===== config.mk =====
export PLATFORM = sky130hd
export DESIGN_NAME = pipeline_ctrl
export DESIGN_NICKNAME = d
export VERILOG_FILES = /design/src/rtl/cpu_types_pkg.sv /design/src/rtl/pipeline_ctrl_hazard_detect.sv /design/src/rtl/pipeline_ctrl.sv
export SDC_FILE = /design/constraint.sdc
export NUM_CORES = 1
export LEC_CHECK = 0
export BUFFER_PORTS_ARGS = -buffer_cell sky130_fd_sc_hd__buf_4
export CAP_MARGIN = 20
export CELL_PAD_IN_SITES_DETAIL_PLACEMENT = 1
export CELL_PAD_IN_SITES_GLOBAL_PLACEMENT = 1
export CORE_UTILIZATION = 25
export DETAILED_ROUTE_END_ITERATION = 7
export PLACE_DENSITY = 0.59
export SETUP_SLACK_MARGIN = 0.15
export SLEW_MARGIN = 30
export SYNTH_ARGS = -nofsm -noshare
export SYNTH_HDL_FRONTEND = slang
export SYNTH_SLANG_ARGS = --single-unit

===== constraint.sdc =====
create_clock -name CLK -period 2.61 [get_ports CLK]
set_clock_uncertainty 0.05 [all_clocks]
set_input_delay 0 -clock CLK [delete_from_list [all_inputs] [get_ports CLK]]
set_output_delay 0 -clock CLK [all_outputs]
set_load 0.1 [all_outputs]

===== src/rtl/cpu_types_pkg.sv =====
// Shared CPU control types: pipeline sequencer state and register-index width.
package cpu_types_pkg;

  typedef enum logic [1:0] {
    RUN    = 2'd0,
    DRAIN  = 2'd1,
    HALTED = 2'd2
  } state_t;

  typedef logic [4:0] regbits_t;

endpackage


===== src/rtl/pipeline_ctrl_hazard_detect.sv =====
// Load-use hazard compare between the load in ID/EX and the sources in IF/ID.
module hazard_detect
  import cpu_types_pkg::*;
(
  input  logic     idex_dREN,
  input  regbits_t idex_wsel,
  input  regbits_t ifid_rs,
  input  regbits_t ifid_rt,
  output logic     load_use
);

  // A load targeting $zero never produces a value anyone waits for.
  assign load_use = idex_dREN && (idex_wsel != '0) &&
                    ((idex_wsel == ifid_rs) || (idex_wsel == ifid_rt));

endmodule


===== src/rtl/pipeline_ctrl.sv =====
// Stall/flush sequencer for the five-stage core: latch enables, bubble inserts,
// dcache request gating, halt drain and a saturating stall-cycle counter.
module pipeline_ctrl
  import cpu_types_pkg::*;
#(
  parameter int CNT_W = 16
) (
  input  logic             CLK,
  input  logic             nRST,
  input  logic             ihit,
  input  logic             dhit,
  input  logic             mem_dREN,
  input  logic             mem_dWEN,
  input  logic             mem_halt,
  input  logic             mem_redirect,
  input  logic             idex_dREN,
  input  regbits_t         idex_wsel,
  input  regbits_t         ifid_rs,
  input  regbits_t         ifid_rt,
  output logic             pc_en,
  output logic             ifid_en,
  output logic             idex_en,
  output logic             exmem_en,
  output logic             memwb_en,
  output logic             ifid_flush,
  output logic             idex_flush,
  output logic             exmem_flush,
  output logic             memwb_flush,
  output logic             dmem_ren,
  output logic             dmem_wen,
  output logic             halt,
  output logic [CNT_W-1:0] stall_cnt
);

  state_t state, next_state;
  logic   load_use;
  logic   dwait;

  hazard_detect u_hazard (
    .idex_dREN (idex_dREN),
    .idex_wsel (idex_wsel),
    .ifid_rs   (ifid_rs),
    .ifid_rt   (ifid_rt),
    .load_use  (load_use)
  );

  assign dwait = (mem_dREN || mem_dWEN) && !dhit;

  always_ff @(posedge CLK or negedge nRST) begin
    if (!nRST) begin
      state     <= RUN;
      stall_cnt <= '0;
    end else begin
      state <= next_state;
      if (!pc_en && (state != HALTED) && (stall_cnt != {CNT_W{1'b1}}))
        stall_cnt <= stall_cnt + CNT_W'(1);
    end
  end

  always_comb begin
    next_state  = state;
    pc_en       = 1'b1;
    ifid_en     = 1'b1;
    idex_en     = 1'b1;
    exmem_en    = 1'b1;
    memwb_en    = 1'b1;
    ifid_flush  = 1'b0;
    idex_flush  = 1'b0;
    exmem_flush = 1'b0;
    memwb_flush = 1'b0;
    case (state)
      RUN: begin
        if (dwait) begin
          pc_en       = 1'b0;
          ifid_en     = 1'b0;
          idex_en     = 1'b0;
          exmem_en    = 1'b0;
          memwb_en    = 1'b0;
          memwb_flush = 1'b1;
        end else if (mem_halt) begin
          pc_en       = 1'b0;
          ifid_flush  = 1'b1;
          idex_flush  = 1'b1;
          exmem_flush = 1'b1;
          next_state  = DRAIN;
        end else if (mem_redirect) begin
          ifid_flush  = 1'b1;
          idex_flush  = 1'b1;
          exmem_flush = 1'b1;
        end else if (load_use) begin
          pc_en      = 1'b0;
          ifid_en    = 1'b0;
          idex_flush = 1'b1;
        end else if (!ihit) begin
          pc_en      = 1'b0;
          ifid_flush = 1'b1;
        end
      end
      DRAIN: begin
        pc_en       = 1'b0;
        ifid_en     = 1'b0;
        idex_en     = 1'b0;
        exmem_en    = 1'b0;
        memwb_en    = 1'b0;
        memwb_flush = 1'b1;
        next_state  = HALTED;
      end
      default: begin
        pc_en    = 1'b0;
        ifid_en  = 1'b0;
        idex_en  = 1'b0;
        exmem_en = 1'b0;
        memwb_en = 1'b0;
        if (state != HALTED) next_state = RUN;
      end
    endcase
    // Hold every latch still while reset is asserted.
    if (!nRST) begin
      pc_en       = 1'b0;
      ifid_en     = 1'b0;
      idex_en     = 1'b0;
      exmem_en    = 1'b0;
      memwb_en    = 1'b0;
      ifid_flush  = 1'b0;
      idex_flush  = 1'b0;
      exmem_flush = 1'b0;
      memwb_flush = 1'b0;
    end
  end

  assign dmem_ren = mem_dREN && (state == RUN) && nRST;
  assign dmem_wen = mem_dWEN && (state == RUN) && nRST;
  assign halt     = (state == HALTED);

endmodule


==> results.yml, run 1 <==
outcome:
  status: "finished, final reports clean"
synthesis:
  synthDominantCellAreaShare: 0.404
  synth_seq_area_share: 0.404
  syn_nets: 142
  synth_edf_count: 0
  yosysMostFrequentCell: "xor2_1"
  synth_area_um2: 1110
  ys.flop_type: "dfrtp_1"
  ys_warn_count: 0
  synth_cell_types: 31
  syn_avg_cell_area_um2: 9.52
  ys_seq_elements: 18
  syn_inst: 117
  yosysTopAreaCell: "dfrtp_1"
  synth_common_cells: "21 x xor2_1, 18 x dfrtp_1, 14 x nor2_1"
  async_flop_share: 1.00
  synth_area_leaders: "dfrtp_1 40%, xor2_1 17%, nor2_1 4.7%, xnor2_1 3.9%, nor3_1 3.1%"
clock_tree:
  cts.clk_slew.worst_paths_ns: 0.07
  cts_max_level: 1
  cts-root-buf: "clkbuf_8"
  cts_buffers: 3
  clockBufferDepth: 2
  cts_resized: 0
  clk_latency_ns: 0.25
  cts_tree: "yes"
  clock_sinks: 18
critical_path:
  cp.arrival_ns: 2.31
  crit_type: "register to register"
  worstReg2RegEnd: "stall_cnt[1]"
  endpoint_kind: "register"
  crit_path_top_delay_cell: "dfrtp_1"
  cpPeakStageDelay_ns: 0.41
  required_ns: 2.70
  start_kind: "register"
  cp_max_fo: 15
  r2r_slack_ns: 0.40
  crit_chain: "ha_1 -> nand3_1 -> nor3_1 -> a31o_2 -> nor4_4 -> nor2_4 -> mux2_2"
  r2r_start: "stall_cnt[0]"
  rr_worst_depth: 7
place:
  dp_hpwl_um: 2270
  gp_congestion: 0.808
  port_buffers: 51
  postPlaceCellArea_um2: 1540
layout:
  fillers: 502
  fin_nets: 197
  design_area_um2: 1610
  antennaDiodeCount: 0
  drive_above_1_share: 0.392
  area_growth_pct: 44.8
die:
  die_y_um: 68.7
  ios: 52
  die_w_um: 68.7
  dieArea_um2: 4730
  start_util: 0.269
  rows: 23
  core_area_um2: 4140
sta:
  setup_tns_ns: 0
  finalHoldViolations: 0
  tightest_slew_ns: 0.410
  fin_crit_sh: 0.848
  drv_slew: 0
  finalSetupViolations: 0
  fin_crit_ns: 2.21
  rsz0062_at_grt: "false"
  slew_headroom: 0.726
  fmax_mhz: 452
drt:
  ant_nets: 0
  routed_wl_um: 2800
  drc: 0
  routedWlPerCell_um: 12.7
  viasPerCell: 4.58
  vias: 1012
  drt_iter0_drc: 22
  dr.pass1.iters: 2
job:
  max-cap-violations: 0
global_route:
  grt_overflow: 0
  grt_pass1_wl_um: 4630
  grt_max_degree: 23
  grt_antenna_before_repair: 0
  first_global_vias: 1024
  grt_usage: 0.133
hold_path:
  hp-start: "mem_dWEN"
  whs_endpoint: "state[0]"
  worstHoldPathType: "input pin to register"
  worstHoldPathCells: 3
==> routing by layer <==
layer,part of all wire,up-vias,global-route usage
met2,0.46,44,0.227
li1,-,496,-
met1,0.45,467,0.168
met4,0.015,0,0.0459
met5,0,-,0
met3,0.072,5,0.0247
==> worst max path at each step <==
stage / end / slack [ns] / startpoint / cells past startpoint
global route: stall_cnt[1] / 0.21 / stall_cnt[0] / 7
global placement: stall_cnt[1] / 0.47 / stall_cnt[0] / 7
floorplan: ifid_flush / -0.36 / state[0] / 5
finish: stall_cnt[1] / 0.40 / stall_cnt[0] / 7
CTS: stall_cnt[1] / 0.37 / stall_cnt[0] / 7
detailed placement: stall_cnt[1] / 0.38 / stall_cnt[0] / 7
==> critical path: cells and delay by family, from the launching register on <==
kind / cells / cell delay (ns)
AND/OR/NAND/NOR: 4 / 0.84
flip-flops: 1 / 0.41
AO/OA/AOI/OAI: 1 / 0.24
adder cells (fa/ha/maj): 1 / 0.18
multiplexers: 1 / 0.38
==> cells by family (layout without fill, tap and decap cells) <==
group / after synthesis / in the layout / share of synthesized area
flip-flops: 18 / 18 / 0.404
adder cells (fa/ha/maj): 1 / 1 / 0.0112
AO/OA/AOI/OAI: 10 / 10 / 0.0596
AND/OR/NAND/NOR: 52 / 52 / 0.266
XOR/XNOR: 26 / 26 / 0.204
multiplexers: 1 / 1 / 0.0101
buffers and inverters: 9 / 63 / 0.0438
==> through the flow <==
stage          instances  setup WS [ns]  hold WS (ns)   util
2_1_floorplan        117         -0.361        -0.346      -
3_3_place_gp         215          0.467        -0.158  0.371
3_5_place_dp         215          0.382        -0.147  0.371
4_1_cts              221          0.369        0.0715  0.389
5_1_grt              221          0.209        0.0981  0.389
6_report             221          0.396        0.0785  0.389
==> cells in the final DEF (no fill, tap or decap), types with 2 or more instances in the layout <==
cell,netlist,routed
xor2_1,21,21
nand4_1,2,2
buf_4,2,51
nor3_2,2,3
nor3_1,7,6
xnor2_1,5,5
inv_1,6,6
nand3_1,5,5
and3_1,4,4
o21ai_0,4,3
dlygate4sd3_1,0,2
dfrtp_1,18,18
clkbuf_8,0,4
nand2_1,8,8
nor2_1,14,14
nor2b_1,2,2
==> cell type report <==
type                    instances  area (um^2)  share of cell area
multi-input cells              90          619               0.384
flip-flops and latches         18          450               0.279
repair buffers                 53          403               0.250
well taps                      50         62.6              0.0388
clock buffers                   4         55.1              0.0341
inverters                       6         22.5              0.0140
==> state kept, by name, summed over array words and instances (netlist names) <==
register   flops
state          2
stall_cnt     16
==> what timing repair did <==
item	in CTS	in global routing
endpoints found under the hold margin	19	0
hold buffers	2	0
buffers inserted	0	0
Power of run 1 is not shown: default switching activity piles up to over one toggle a cycle in this logic, so the estimate is an artifact.
==> run 2: changes to the inputs <==
PLACE_DENSITY = 0.62   (was 0.59)
clock period = 1.8 ns   (was 2.61 ns; I/O delays follow)
==> run 2 against run 1 <==
Net effect: the flow now finishes with violations (negative setup slack); register-to-register slack lost 0.65 ns; clock-buffer cell count stayed put; worst setup slack worse by 0.65 ns.
==> results.yml, run 2 (synthesized netlist as in run 1, its figures left out) <==
outcome:
  status: "complete, but fails checks"
  violations: "negative setup slack"
layout:
  design_area_um2: 2330
  final_common_cell: "buf_4"
  largest_reg_flops: 16
  final_cell_mix: "80 x buf_4, 21 x xor2_1, 10 x dfrtp_4, 9 x nor2_1"
  antennaDiodeCount: 0
  top_register: "stall_cnt"
  drive_above_1_share: 0.724
  top_regs: "stall_cnt x16, state x2"
  fillers: 449
  final_util: 0.563
  fin_nets: 240
  area_growth_pct: 110
global_route:
  use_met3: 0.0296
  grt_max_degree: 22
  grt_antenna_before_repair: 0
  grt_pass1_wl_um: 6300
  first_global_vias: 1309
  grt_overflow: 0
  grt_usage: 0.183
  grt_busiest_layer: "met2"
  use_met2: 0.358
  grt_use_met1: 0.200
hold_path:
  worstHoldPathType: "input pin to register"
sta:
  fmax_mhz: 488
  rsz0062_at_grt: "true"
  drv_slew: 0
  fin_crit_sh: 1.14
  tightest_slew_ns: 0.380
  setup_tns_ns: -2.73
  whs_ns: 0.122
  finalHoldViolations: 0
  slew_headroom: 0.746
  worst_slack_ns: -0.251
  fin_crit_ns: 2.05
  finalSetupViolations: 16
power:
  peakVddDrop_mv: 0.722
  power.density_nw_per_um2: 1870
  p_leak_nw: 0.995
drt:
  drc: 0
  vias: 1240
  dr.pass1.iters: 4
  viasPerCell: 4.70
  routed_wl_um: 4210
  routedWlPerCell_um: 16.0
  drt_iter0_drc: 47
  ant_nets: 0
clock_tree:
  clockBufferDepth: 2
  cts_max_level: 1
  clk_latency_ns: 0.26
  clock_sinks: 18
  cts.clk_slew.worst_paths_ns: 0.08
  cts_tree: "yes"
  cts_buffers: 3
  cts-root-buf: "clkbuf_8"
place:
  postPlaceCellArea_um2: 1960
  dp_slack_ns: -0.259
  gp_congestion: 0.729
  port_buffers: 51
  dp_hpwl_um: 2910
die:
  ios: 52
  core_area_um2: 4140
  dieArea_um2: 4730
  rows: 23
  die_y_um: 68.7
  die_w_um: 68.7
  start_util: 0.269
critical_path:
  cp_max_fo: 8
  cp.arrival_ns: 2.19
  required_ns: 1.94
  crit_type: "register to register"
  endpoint_kind: "register"
  r2r_slack_ns: -0.25
  start_kind: "register"
job:
  max-cap-violations: 0
==> run 2: changes by cell type in the layout (fill, tap and decap cells not counted), moves of 4 or more <==
cell,previous run,this run
dfrtp_1,18,1
nor2_4,1,5
dfrtp_4,0,10
o21ai_4,0,4
nor2_1,14,9
dfrtp_2,0,7
buf_6,0,7
buf_4,51,80
nor3_1,6,2
buf_12,0,6
==> run 2: path summary, 6_finish.rpt <==
check	depth (start not counted)	end	from
max	9	stall_cnt[15]	stall_cnt[11]
min	3	state[0]	mem_dWEN
max reg2reg	9	stall_cnt[15]	stall_cnt[11]
min reg2reg	1	stall_cnt[15]	stall_cnt[15]
max in group asynchronous	3	stall_cnt[9]	nRST
min in group asynchronous	3	stall_cnt[13]	nRST
==> run 2: routing by layer <==
metal / vias up / wire length, um
li1: 590 / -
met1: 607 / 1680
met2: 37 / 2340
met3: 6 / 144
met4: 0 / 55
met5: - / 0
==> run 2: where the power goes <==
part | total [W] | internal, W | switching, W
Clock | 0.000348 | 0.000195 | 0.000153
Combinational | 0.00327 | 0.00109 | 0.00218
Sequential | 0.000739 | 0.000614 | 0.000125
==> run 2: layout make-up <==
type / instances / area, um^2 / share of cell area
Sequential cell: 18 / 497 / 0.213
Clock buffer: 4 / 55.1 / 0.0236
Tap cell: 50 / 62.6 / 0.0268
Timing Repair Buffer: 95 / 820 / 0.351
Multi-Input combinational cell: 91 / 870 / 0.372
Inverter: 6 / 31.3 / 0.0134
==> run 2: per-stage QoR <==
stage / power, W / instances
finish: 0.00435 / 264
detailed placement: 0.00359 / 242
global placement: 0.00352 / 242
CTS: 0.00421 / 260
floorplan: 0.00279 / 117
global route: 0.00455 / 264
==> run 2: worst max-delay path: stages (launching register included) <==
cell	delay, ns
dfrtp_4	0.47
and4_4	0.20
and3_4	0.18
a31o_4	0.26
nor4_4	0.16
buf_4	0.17
nor2_4	0.06
buf_6	0.14
nor2_4	0.09
xor2_1	0.17
==> run 2: repair_timing <==
| action | in CTS | in global routing |
|---|---|---|
| hold buffers | 2 | 0 |
| resized for setup | 24 | 17 |
| endpoints found under the hold margin | 19 | 0 |
| gates cloned | 1 | 0 |
| buffers inserted | 11 | 4 |
| pin swaps | 11 | 3 |
| endpoints found under the setup margin | 21 | 24 |
No activity file was read; power rests on OpenSTA's default activity.
